==> src/rtl/gmii_tx_framer.sv <==
// gmii_tx_framer
//   Transmit-side Ethernet framer. Takes a payload byte stream (destination
//   MAC through last payload byte) with a valid/ready/last handshake and
//   produces a complete GMII frame on txd/txen/txer. The frame is built as
//   7x 0x55 preamble, 0xD5 SFD, the payload, zero pad up to MIN_LEN, the
//   CRC32 FCS (LSB byte first), and then an inter-frame gap.
//
// Ports
//   clk           GMII transmit clock; all logic on the rising edge
//   I_rst         synchronous reset, active high
//   I_tx_data     payload byte
//   I_tx_valid    I_tx_data is valid
//   I_tx_last     current byte is the last of the frame (qualified by valid)
//   O_tx_ready    byte is accepted on valid & ready
//   O_gmii_txd    GMII data, registered
//   O_gmii_txen   GMII transmit enable, registered
//   O_gmii_txer   GMII transmit error, registered
//   O_frame_done  one-cycle pulse, coincident with the last FCS byte on txd
//   O_underflow   one-cycle pulse, coincident with the aborting txer cycle
//
// States
//   ST_IDLE | txen low; a valid byte (held, not consumed) starts a frame
//   ST_PRE  | emitting the 0x55 preamble
//   ST_SFD  | emitting 0xD5
//   ST_DATA | accepting payload bytes; each appears on txd the next cycle
//   ST_PAD  | emitting 0x00 until payload+pad reaches MIN_LEN
//   ST_FCS  | emitting the four inverted-CRC bytes, LSB first
//   ST_IFG  | txen low for IFG_CYCLES, input ignored

module gmii_tx_framer #(
    parameter int MIN_LEN    = 60,
    parameter int MAX_LEN    = 1514,
    parameter int IFG_CYCLES = 12
) (
    input  logic       clk,
    input  logic       I_rst,
    input  logic [7:0] I_tx_data,
    input  logic       I_tx_valid,
    input  logic       I_tx_last,
    output logic       O_tx_ready,
    output logic [7:0] O_gmii_txd,
    output logic       O_gmii_txen,
    output logic       O_gmii_txer,
    output logic       O_frame_done,
    output logic       O_underflow
);

    typedef enum logic [2:0] {
        ST_IDLE,
        ST_PRE,
        ST_SFD,
        ST_DATA,
        ST_PAD,
        ST_FCS,
        ST_IFG
    } state_t;

    localparam logic [10:0] MIN_L    = 11'(MIN_LEN);
    localparam logic [10:0] MAX_L    = 11'(MAX_LEN);
    localparam logic [7:0]  IFG_LOAD = 8'(IFG_CYCLES - 1);

    state_t      state;
    logic [10:0] byte_cnt;
    logic [31:0] crc;
    logic [7:0]  phase_cnt;
    logic [31:0] fcs;

    // Reflected CRC32 (0xEDB88320), one byte per call, LSB first.
    function automatic logic [31:0] crc_byte(input logic [31:0] c, input logic [7:0] d);
        logic [31:0] r;
        r = c ^ {24'd0, d};
        for (int i = 0; i < 8; i++) begin
            r = r[0] ? ((r >> 1) ^ 32'hEDB8_8320) : (r >> 1);
        end
        return r;
    endfunction

    // Ready also drops once MAX_LEN bytes are in, so the extra byte stays
    // with the source and starts the next frame after the abort.
    assign O_tx_ready = (state == ST_DATA) && (byte_cnt != MAX_L);
    assign fcs        = ~crc;

    always_ff @(posedge clk) begin
        if (I_rst) begin
            state        <= ST_IDLE;
            byte_cnt     <= 11'd0;
            crc          <= 32'hFFFF_FFFF;
            phase_cnt    <= 8'd0;
            O_gmii_txd   <= 8'd0;
            O_gmii_txen  <= 1'b0;
            O_gmii_txer  <= 1'b0;
            O_frame_done <= 1'b0;
            O_underflow  <= 1'b0;
        end else begin
            O_gmii_txer  <= 1'b0;
            O_frame_done <= 1'b0;
            O_underflow  <= 1'b0;
            case (state)
                ST_IDLE: begin
                    O_gmii_txen <= 1'b0;
                    O_gmii_txd  <= 8'd0;
                    crc         <= 32'hFFFF_FFFF;
                    byte_cnt    <= 11'd0;
                    if (I_tx_valid) begin
                        state       <= ST_PRE;
                        O_gmii_txen <= 1'b1;
                        O_gmii_txd  <= 8'h55;
                        phase_cnt   <= 8'd1;
                    end
                end
                ST_PRE: begin
                    O_gmii_txd <= 8'h55;
                    if (phase_cnt == 8'd6) begin
                        state <= ST_SFD;
                    end else begin
                        phase_cnt <= phase_cnt + 8'd1;
                    end
                end
                ST_SFD: begin
                    O_gmii_txd <= 8'hD5;
                    state      <= ST_DATA;
                end
                ST_DATA: begin
                    if (O_tx_ready && I_tx_valid) begin
                        O_gmii_txd <= I_tx_data;
                        crc        <= crc_byte(crc, I_tx_data);
                        byte_cnt   <= byte_cnt + 11'd1;
                        if (I_tx_last) begin
                            if ((byte_cnt + 11'd1) < MIN_L) begin
                                state <= ST_PAD;
                            end else begin
                                state     <= ST_FCS;
                                phase_cnt <= 8'd0;
                            end
                        end
                    end else begin
                        // Source starved us or the frame is oversize: poison it.
                        O_gmii_txd  <= 8'd0;
                        O_gmii_txer <= 1'b1;
                        O_underflow <= 1'b1;
                        state       <= ST_IFG;
                        phase_cnt   <= IFG_LOAD;
                    end
                end
                ST_PAD: begin
                    O_gmii_txd <= 8'd0;
                    crc        <= crc_byte(crc, 8'd0);
                    byte_cnt   <= byte_cnt + 11'd1;
                    if ((byte_cnt + 11'd1) == MIN_L) begin
                        state     <= ST_FCS;
                        phase_cnt <= 8'd0;
                    end
                end
                ST_FCS: begin
                    case (phase_cnt[1:0])
                        2'd0:    O_gmii_txd <= fcs[7:0];
                        2'd1:    O_gmii_txd <= fcs[15:8];
                        2'd2:    O_gmii_txd <= fcs[23:16];
                        default: O_gmii_txd <= fcs[31:24];
                    endcase
                    if (phase_cnt[1:0] == 2'd3) begin
                        O_frame_done <= 1'b1;
                        state        <= ST_IFG;
                        phase_cnt    <= IFG_LOAD;
                    end else begin
                        phase_cnt <= phase_cnt + 8'd1;
                    end
                end
                ST_IFG: begin
                    O_gmii_txen <= 1'b0;
                    O_gmii_txd  <= 8'd0;
                    if (phase_cnt == 8'd0) begin
                        state <= ST_IDLE;
                    end else begin
                        phase_cnt <= phase_cnt - 8'd1;
                    end
                end
                default: begin
                    state       <= ST_IDLE;
                    O_gmii_txen <= 1'b0;
                    O_gmii_txd  <= 8'd0;
                end
            endcase
        end
    end

endmodule
==> config.mk <==
export PLATFORM = sky130hd
export DESIGN_NAME = gmii_tx_framer
export DESIGN_NICKNAME = d
export VERILOG_FILES = /design/src/rtl/gmii_tx_framer.sv
export SDC_FILE = /design/constraint.sdc
export NUM_CORES = 1
export LEC_CHECK = 0
export BUFFER_PORTS_ARGS = -buffer_cell sky130_fd_sc_hd__buf_2
export CORE_MARGIN = 4
export CORE_UTILIZATION = 56
export CTS_CLUSTER_SIZE = 8
export DETAILED_ROUTE_END_ITERATION = 10
export PLACE_DENSITY = 0.74
export SYNTH_ARGS = -nofsm -noshare
export SYNTH_HDL_FRONTEND = slang
export SYNTH_SLANG_ARGS = --single-unit
export TNS_END_PERCENT = 50
==> constraint.sdc <==
create_clock -name clk -period 7.2 [get_ports clk]
set_input_delay 0.72 -clock clk [delete_from_list [all_inputs] [get_ports clk]]
set_output_delay 0.72 -clock clk [all_outputs]
set_load 0.02 [all_outputs]
### Word-level counts from Yosys, hierarchy flattened

Cells that the tools add are included.

| operators by class | value |
|---|---|
| muxes and demuxes | 46 |
| magnitude comparators | 1 |
| multipliers | 0 |
| div/mod/pow operators | 0 |
| reduce and logical (&&, ||, !) cells | 13 |
| bitwise logic cells | 20 |
| shift-type cells | 0 |
| add/sub/neg operators | 3 |
| equality and inequality tests | 22 |

Operator list:

| kind | number |
|---|---|
| $mux W32 | 17 |
| $not A13 Y14 | 16 |
| $pmux W32 S3 | 1 |
| $mux W8 | 9 |
| $pmux W8 S6 | 1 |
| $pmux W8 S5 | 1 |
| $pmux W11 S3 | 1 |
| $not A32 Y32 | 1 |
| $xor A32 B8 Y32 | 1 |
| $pmux W8 S3 | 1 |
| $mux W3 | 7 |
| $pmux W3 S7 | 1 |
| $ne A2 B2 Y1 const B | 7 |
| $add A11 B1 Y11 const B | 1 |
| $eq A11 B6 Y1 const B | 1 |
| $lt A11 B6 Y1 const B | 1 |
| $mux W11 | 1 |
| $ne A11 B11 Y1 const B | 1 |
| $eq A3 B3 Y1 const B | 3 |
| $add A8 B1 Y8 const B | 1 |
| $eq A8 B3 Y1 const B | 1 |
| $logic_not A8 Y1 | 1 |
| $sub A8 B1 Y8 const B | 1 |
| $mux W7 | 1 |
| 19 further kinds | 28 |

| storage, ports and cells | value |
|---|---|
| memories | 0 |
| register bits | 65 |
| memory bits (read-only) | 0 |
| bits in writable memories | 0 |
| latch bits | 0 |
| logic and storage cells | 113 |
| bits of input ports | 12 |

### Depth between registers and ports, before layout

| logic depth | value |
|---|---|
| depth after elaboration | 19 |
| gate-level depth with buffers | 11 |
| depth with buffers taken out | 8 |

### Worst setup path before layout

OpenSTA, ideal clock, no wires.

| timing path | value |
|---|---|
| kind | flip-flop to flip-flop |
| start | register byte_cnt[0] |
| end | register phase_cnt[2] |
| library setup time | 0.128 ns |
| slack | 4.576 ns |
| data required time | 7.072 ns |
| data arrival time | 2.497 ns |
| stages on the path, launching flop included | 11 |
| period minus slack after synthesis | 2.624 ns |
| path buffers | 2 |
| path through | dfxtp_1 buf_2 inv_1 ha_1 a41oi_1 nand2_1 or4_4 o211ai_4 buf_12 mux2i_1 nor2_1 |

| on the way | value |
|---|---|
| cells in the longest elaborated chain, start to end | 5 |
| elaborated cells on any way between the ends | 12 |

Ends and longest elaborated chain:

| item | RTL line | text |
|---|---|---|
| from (decl) | 63 | `logic [10:0] byte_cnt;` |
| from (signal assigned) | 127 | `byte_cnt <= byte_cnt + 11'd1;` |
| from (signal assigned) | 148 | `byte_cnt <= byte_cnt + 11'd1;` |
| $ne A11 B11 Y1 (*) | 80 | `assign O_tx_ready = (state == ST_DATA) && (byte_cnt != MAX_L);` |
| $logic_and A1 B1 Y1 (*) | 80 |  |
| net O_tx_ready | 40 | `output logic O_tx_ready,` |
| $logic_and A1 B1 Y1 (*) | 124 | `if (O_tx_ready && I_tx_valid) begin` |
| $ne A3 B3 Y1 (no line) / $mux W8 (equally long branches) | n/a |  |
| $reduce_and A7 Y1 (no line) / $pmux W8 S6 (equally long branches) | n/a |  |
| to (signal assigned) | 116 | `phase_cnt <= phase_cnt + 8'd1;` |
| to (signal assigned) | 166 | `phase_cnt <= phase_cnt + 8'd1;` |
| to (signal assigned) | 175 | `phase_cnt <= phase_cnt - 8'd1;` |
| to (decl) | 65 | `logic [7:0] phase_cnt;` |

The timed path passes the listed nets; every way through them passes the cells marked *.
A chain may end at the register's enable or synchronous reset.

### Worst setup path after layout

| timing path | value |
|---|---|
| start | register state[1] |
| end | register crc[27] |

| on the way | value |
|---|---|
| cells in the longest elaborated chain, start to end | 5 |
| elaborated cells on any way between the ends | 9 |

Ends and longest elaborated chain:

| item | RTL line | text |
|---|---|---|
| from (decl) | 62 | `state_t state;` |
| from (signal assigned) | 85 | `state <= ST_IDLE;` |
| from (signal assigned) | 105 | `state <= ST_PRE;` |
| from (signal assigned) | 114 | `state <= ST_SFD;` |
| $eq A3 B2 Y1 | 80, 98 |  |
| $logic_and A1 B1 Y1 | 80 |  |
| $logic_and A1 B1 Y1 | 124 |  |
| $ne A2 B1 Y1 (no line) | n/a |  |
| $reduce_and A2 Y1 (no line) | n/a |  |
| to (signal assigned) | 126 | `crc <= crc_byte(crc, I_tx_data);` |
| to (signal assigned) | 147 | `crc <= crc_byte(crc, 8'd0);` |
| to (decl) | 64 | `logic [31:0] crc;` |

Several ways; a longest one is shown, not always the timed one.

==> results.txt <==
The flow ran to the end, and the final reports show no timing, DRC or antenna violations. The cell count after synthesis is ~640. The number of buffers inserted during clock tree synthesis is 9. The maximum clock frequency came out at 0.303 GHz. The number of synthesized flops with an enable pin is 0.

In this run the power spent charging and discharging nets is 0.902 mW. The area growth from synthesis to layout is 5.12%. The synthesized area divided by synthesized cell count came out at 8.09 sq um. The final-layout fill cell count is 801. The site row count is 34. The number of register bits inferred by synthesis came out at between 60 and 70. The number of gates resized after CTS came out at 0. Dividing the detail-routed via count by the number of cells gives 6.63. The first global-routing pass estimated roughly 25000 microns of wire. The maximum vdd drop came out at ~0.00016 V.

The tree built by TritonCTS fans out to 65 sinks. Detailed placement ended at an HPWL of 10500 microns. Max-cap violations in this run came to 0. The detail route stage leaves a number of antenna-violating nets equal to 0.

The worst stage delay on the critical path came out at 0.75 ns. By area the synthesized netlist is led by dfxtp_1 25%, xnor2_1 14%, xor2_1 5.9%, nor2_1 4.4%, nand2_1 3.6%. The share of the synthesized area in the top cell type came out at 0.252. For this run, the total global-route usage over all layers was measured as 0.282. The total vias in the final route is around 4.9k. Ranked by instance count, the synthesized netlist is headed by 85 x xnor2_1, 65 x dfxtp_1, 60 x nor2_1. The final routed wirelength across all metal layers came out at 15500 microns. Port buffering added 24 buffers. The clock-pin slew on the worst setup and hold paths is 0.08 ns.

The global placement routability congestion is 0.992. The pin count of the biggest net entering global routing came out at 32. The global route total overflow is 0.

The internal power of the cells totals 1.04 mW. Yosys mapped the design onto 71 distinct sky130hd cell types. For this run, the number of Yosys warnings is 0. The share of the Yosys chip area taken by registers is 0.252. 0 antenna diodes ended up in the layout. The signal arrival time at the worst endpoint came out at 3.55 ns. The fraction of the cycle the final worst path needs is 0.459. The post-synth net total came out at 659.

The first routing iteration left 478 violations. The library cell occupying the most area in the post-synthesis netlist is dfxtp_1. In this run the tightest slew margin relative to its limit is 0.382. The post-route core utilization came out at 0.612. The proportion of layout cells with a drive suffix above 1 is 0.107.

The floorplan core area came out at 8850 sq um. The insertion delay to the later sink of the worst-skew pair is 0.36 ns. The power density over the cells is 357 nW/um^2.

The post-place instance area is between 5000 and 6000 sq um. STA classifies the critical path endpoint as a flop. The total count of hold-check failures in the final report came out at 0. In this run the vertical extent of the chip is between 100 and 150 microns. The count of pins on the block boundary came out at 25.

The final max-slew violation count is 0. The most used flip-flop cell after synthesis is dfxtp_1. The depth of the CTS H-tree came out at 3.

The clock share of power is 0.174. The family with the most delay on the worst path is simple AND/OR/NAND/NOR gates. The residual DRC count is 0.

The die is ~100 microns wide. The overall die area came out at 10800 sq um. The shortest period the worst path allows came out at approximately 3.3 ns. The share of power burned in registers is 0.276. The critical path required time came out at 7.45 ns. The worst setup path category is flop to flop. The clock tree skew after final layout is 0.0120 ns. Setup repair after global routing left no endpoint under its margin. The count of hold-fix buffers inserted at cts is 0. The number of antenna violations at the first check in global routing came out at 0.

The share of total power in combinational logic is 0.550. The worst-path maximum fanout came out at 21. The number of buffers inserted by post-CTS setup repair is 0. The design area is roughly 5400 sq um. The category of the worst setup path launch point is a flop. The switching fraction of total power came out at 0.466.

The pre-antenna-repair detailed-routing pass consisted of 7 iterations. The maximum count of clock buffers along a single path came out at 2. For the pin with the worst max-slew slack, the measured transition is 0.925 ns. In this run the static leakage power is between 1.5 and 2 nW. The final layout net count is 652. The critical path goes through nand3b_1 > a41oi_1 > and2_1 > nor2_1 > buf_4 > nor2_2 > o221ai_1 > o21a_1. The total negative setup slack is 0 ns. After synthesis, the share of flip-flops with an asynchronous set or reset is 0. Counting both buffers and inverters, the worst setup path holds a total of 1.

For this design, the slowest cell found on the critical path is dfxtp_1. After detailed routing, the average wire length per cell comes to 20.8 microns. CTS placed an instance of clkbuf_8 at the clock tree root. Setup violations remaining at the end of the flow were counted as 0. The area of the mapped netlist came out at 5150 sq um. The path class of the tightest hold or removal check is flop to flop. The most frequently used cell type in the post-synthesis netlist is xnor2_1. The starting density of the core is 0.583. TritonCTS built the clock tree. The via count of the first global-routing pass came out at 4568.
stage by stage:
step           cells  setup WS (ns)  hold WS [ns]  total power [mW]
4_1_cts          743           3.98         0.525              1.91
3_3_place_gp     727           4.00         0.501              1.55
5_1_grt          743           3.76         0.567              2.03
2_1_floorplan    637           4.58         0.471              1.36
3_5_place_dp     727           3.99         0.513              1.57
6_report         743           3.90         0.521              1.94
power by group through the flow:
stage          combinational, mW  clock (mW)  sequential (mW)
2_1_floorplan              0.896           0            0.469
3_3_place_gp                1.02           0            0.534
3_5_place_dp                1.04           0            0.537
4_1_cts                     1.05       0.333            0.528
5_1_grt                     1.14       0.349            0.544
6_report                    1.07       0.337            0.535
state kept, by name, summed over array words and instances (netlist names):
| register | cells |
|---|---|
| O_frame_done | 1 |
| O_gmii_txd | 8 |
| O_gmii_txen | 1 |
| O_underflow | 1 |
| byte_cnt | 11 |
| crc | 32 |
| phase_cnt | 8 |
| state | 3 |
worst reg2reg max path, cell delays in order (launching register included):
cell      delay [ns]
dfxtp_1         0.75
nand3b_1        0.19
a41oi_1         0.31
and2_1          0.60
nor2_1          0.12
buf_4           0.25
nor2_2          0.48
o221ai_1        0.32
o21a_1          0.19
cells by family (layout without fill, tap and decap cells):
logic type / count (synthesis) / in the layout / share of synthesized area
AO/OA/AOI/OAI: 178 / 178 / 0.235
buffers and inverters: 62 / 60 / 0.0580
XOR/XNOR: 131 / 131 / 0.250
multiplexers: 1 / 1 / 0.00194
AND/OR/NAND/NOR: 190 / 190 / 0.178
adder cells (fa/ha/maj): 10 / 10 / 0.0243
flip-flops: 65 / 65 / 0.252
layout make-up:
class	count	area (sq um)	share of cell area
multi-input cells	510	3560	0.657
clock inverters	6	67.6	0.0125
repair buffers	30	165	0.0305
inverters	14	52.6	0.00970
flip-flops and latches	65	1300	0.240
clock buffers	10	138	0.0254
well taps	108	135	0.0249
placed cells by master, fill, tap and decap left out, types with 6 or more instances in the layout:
cell	instances
nor2b_1	9
nor3_1	20
dfxtp_1	65
buf_4	6
xor2_1	35
xnor2_1	85
ha_1	10
inv_1	14
o21ai_0	36
clkbuf_8	10
nor2_1	60
o221ai_1	10
nor4_1	6
a221oi_1	7
nand3_1	12
nand2_1	49
a21oi_1	32
a211oi_1	8
a31oi_1	8
buf_2	24
nand4_1	6
o22ai_1	25
metal layers:
metal	part of all wire	global-route usage
met5	0	0
met4	0.029	0.101
met3	0.10	0.0652
met2	0.45	0.435
met1	0.42	0.385
path summary, 6_finish.rpt:
path                     start            to  slack, ns  cells past startpoint
setup / recovery      state[1]       crc[27]       3.90                      8
hold / removal    phase_cnt[7]  phase_cnt[7]       0.52                      2
hold reg to reg   phase_cnt[7]  phase_cnt[7]       0.52                      2
setup reg to reg      state[1]       crc[27]       3.90                      8
Power figures use the tool's default switching activity.
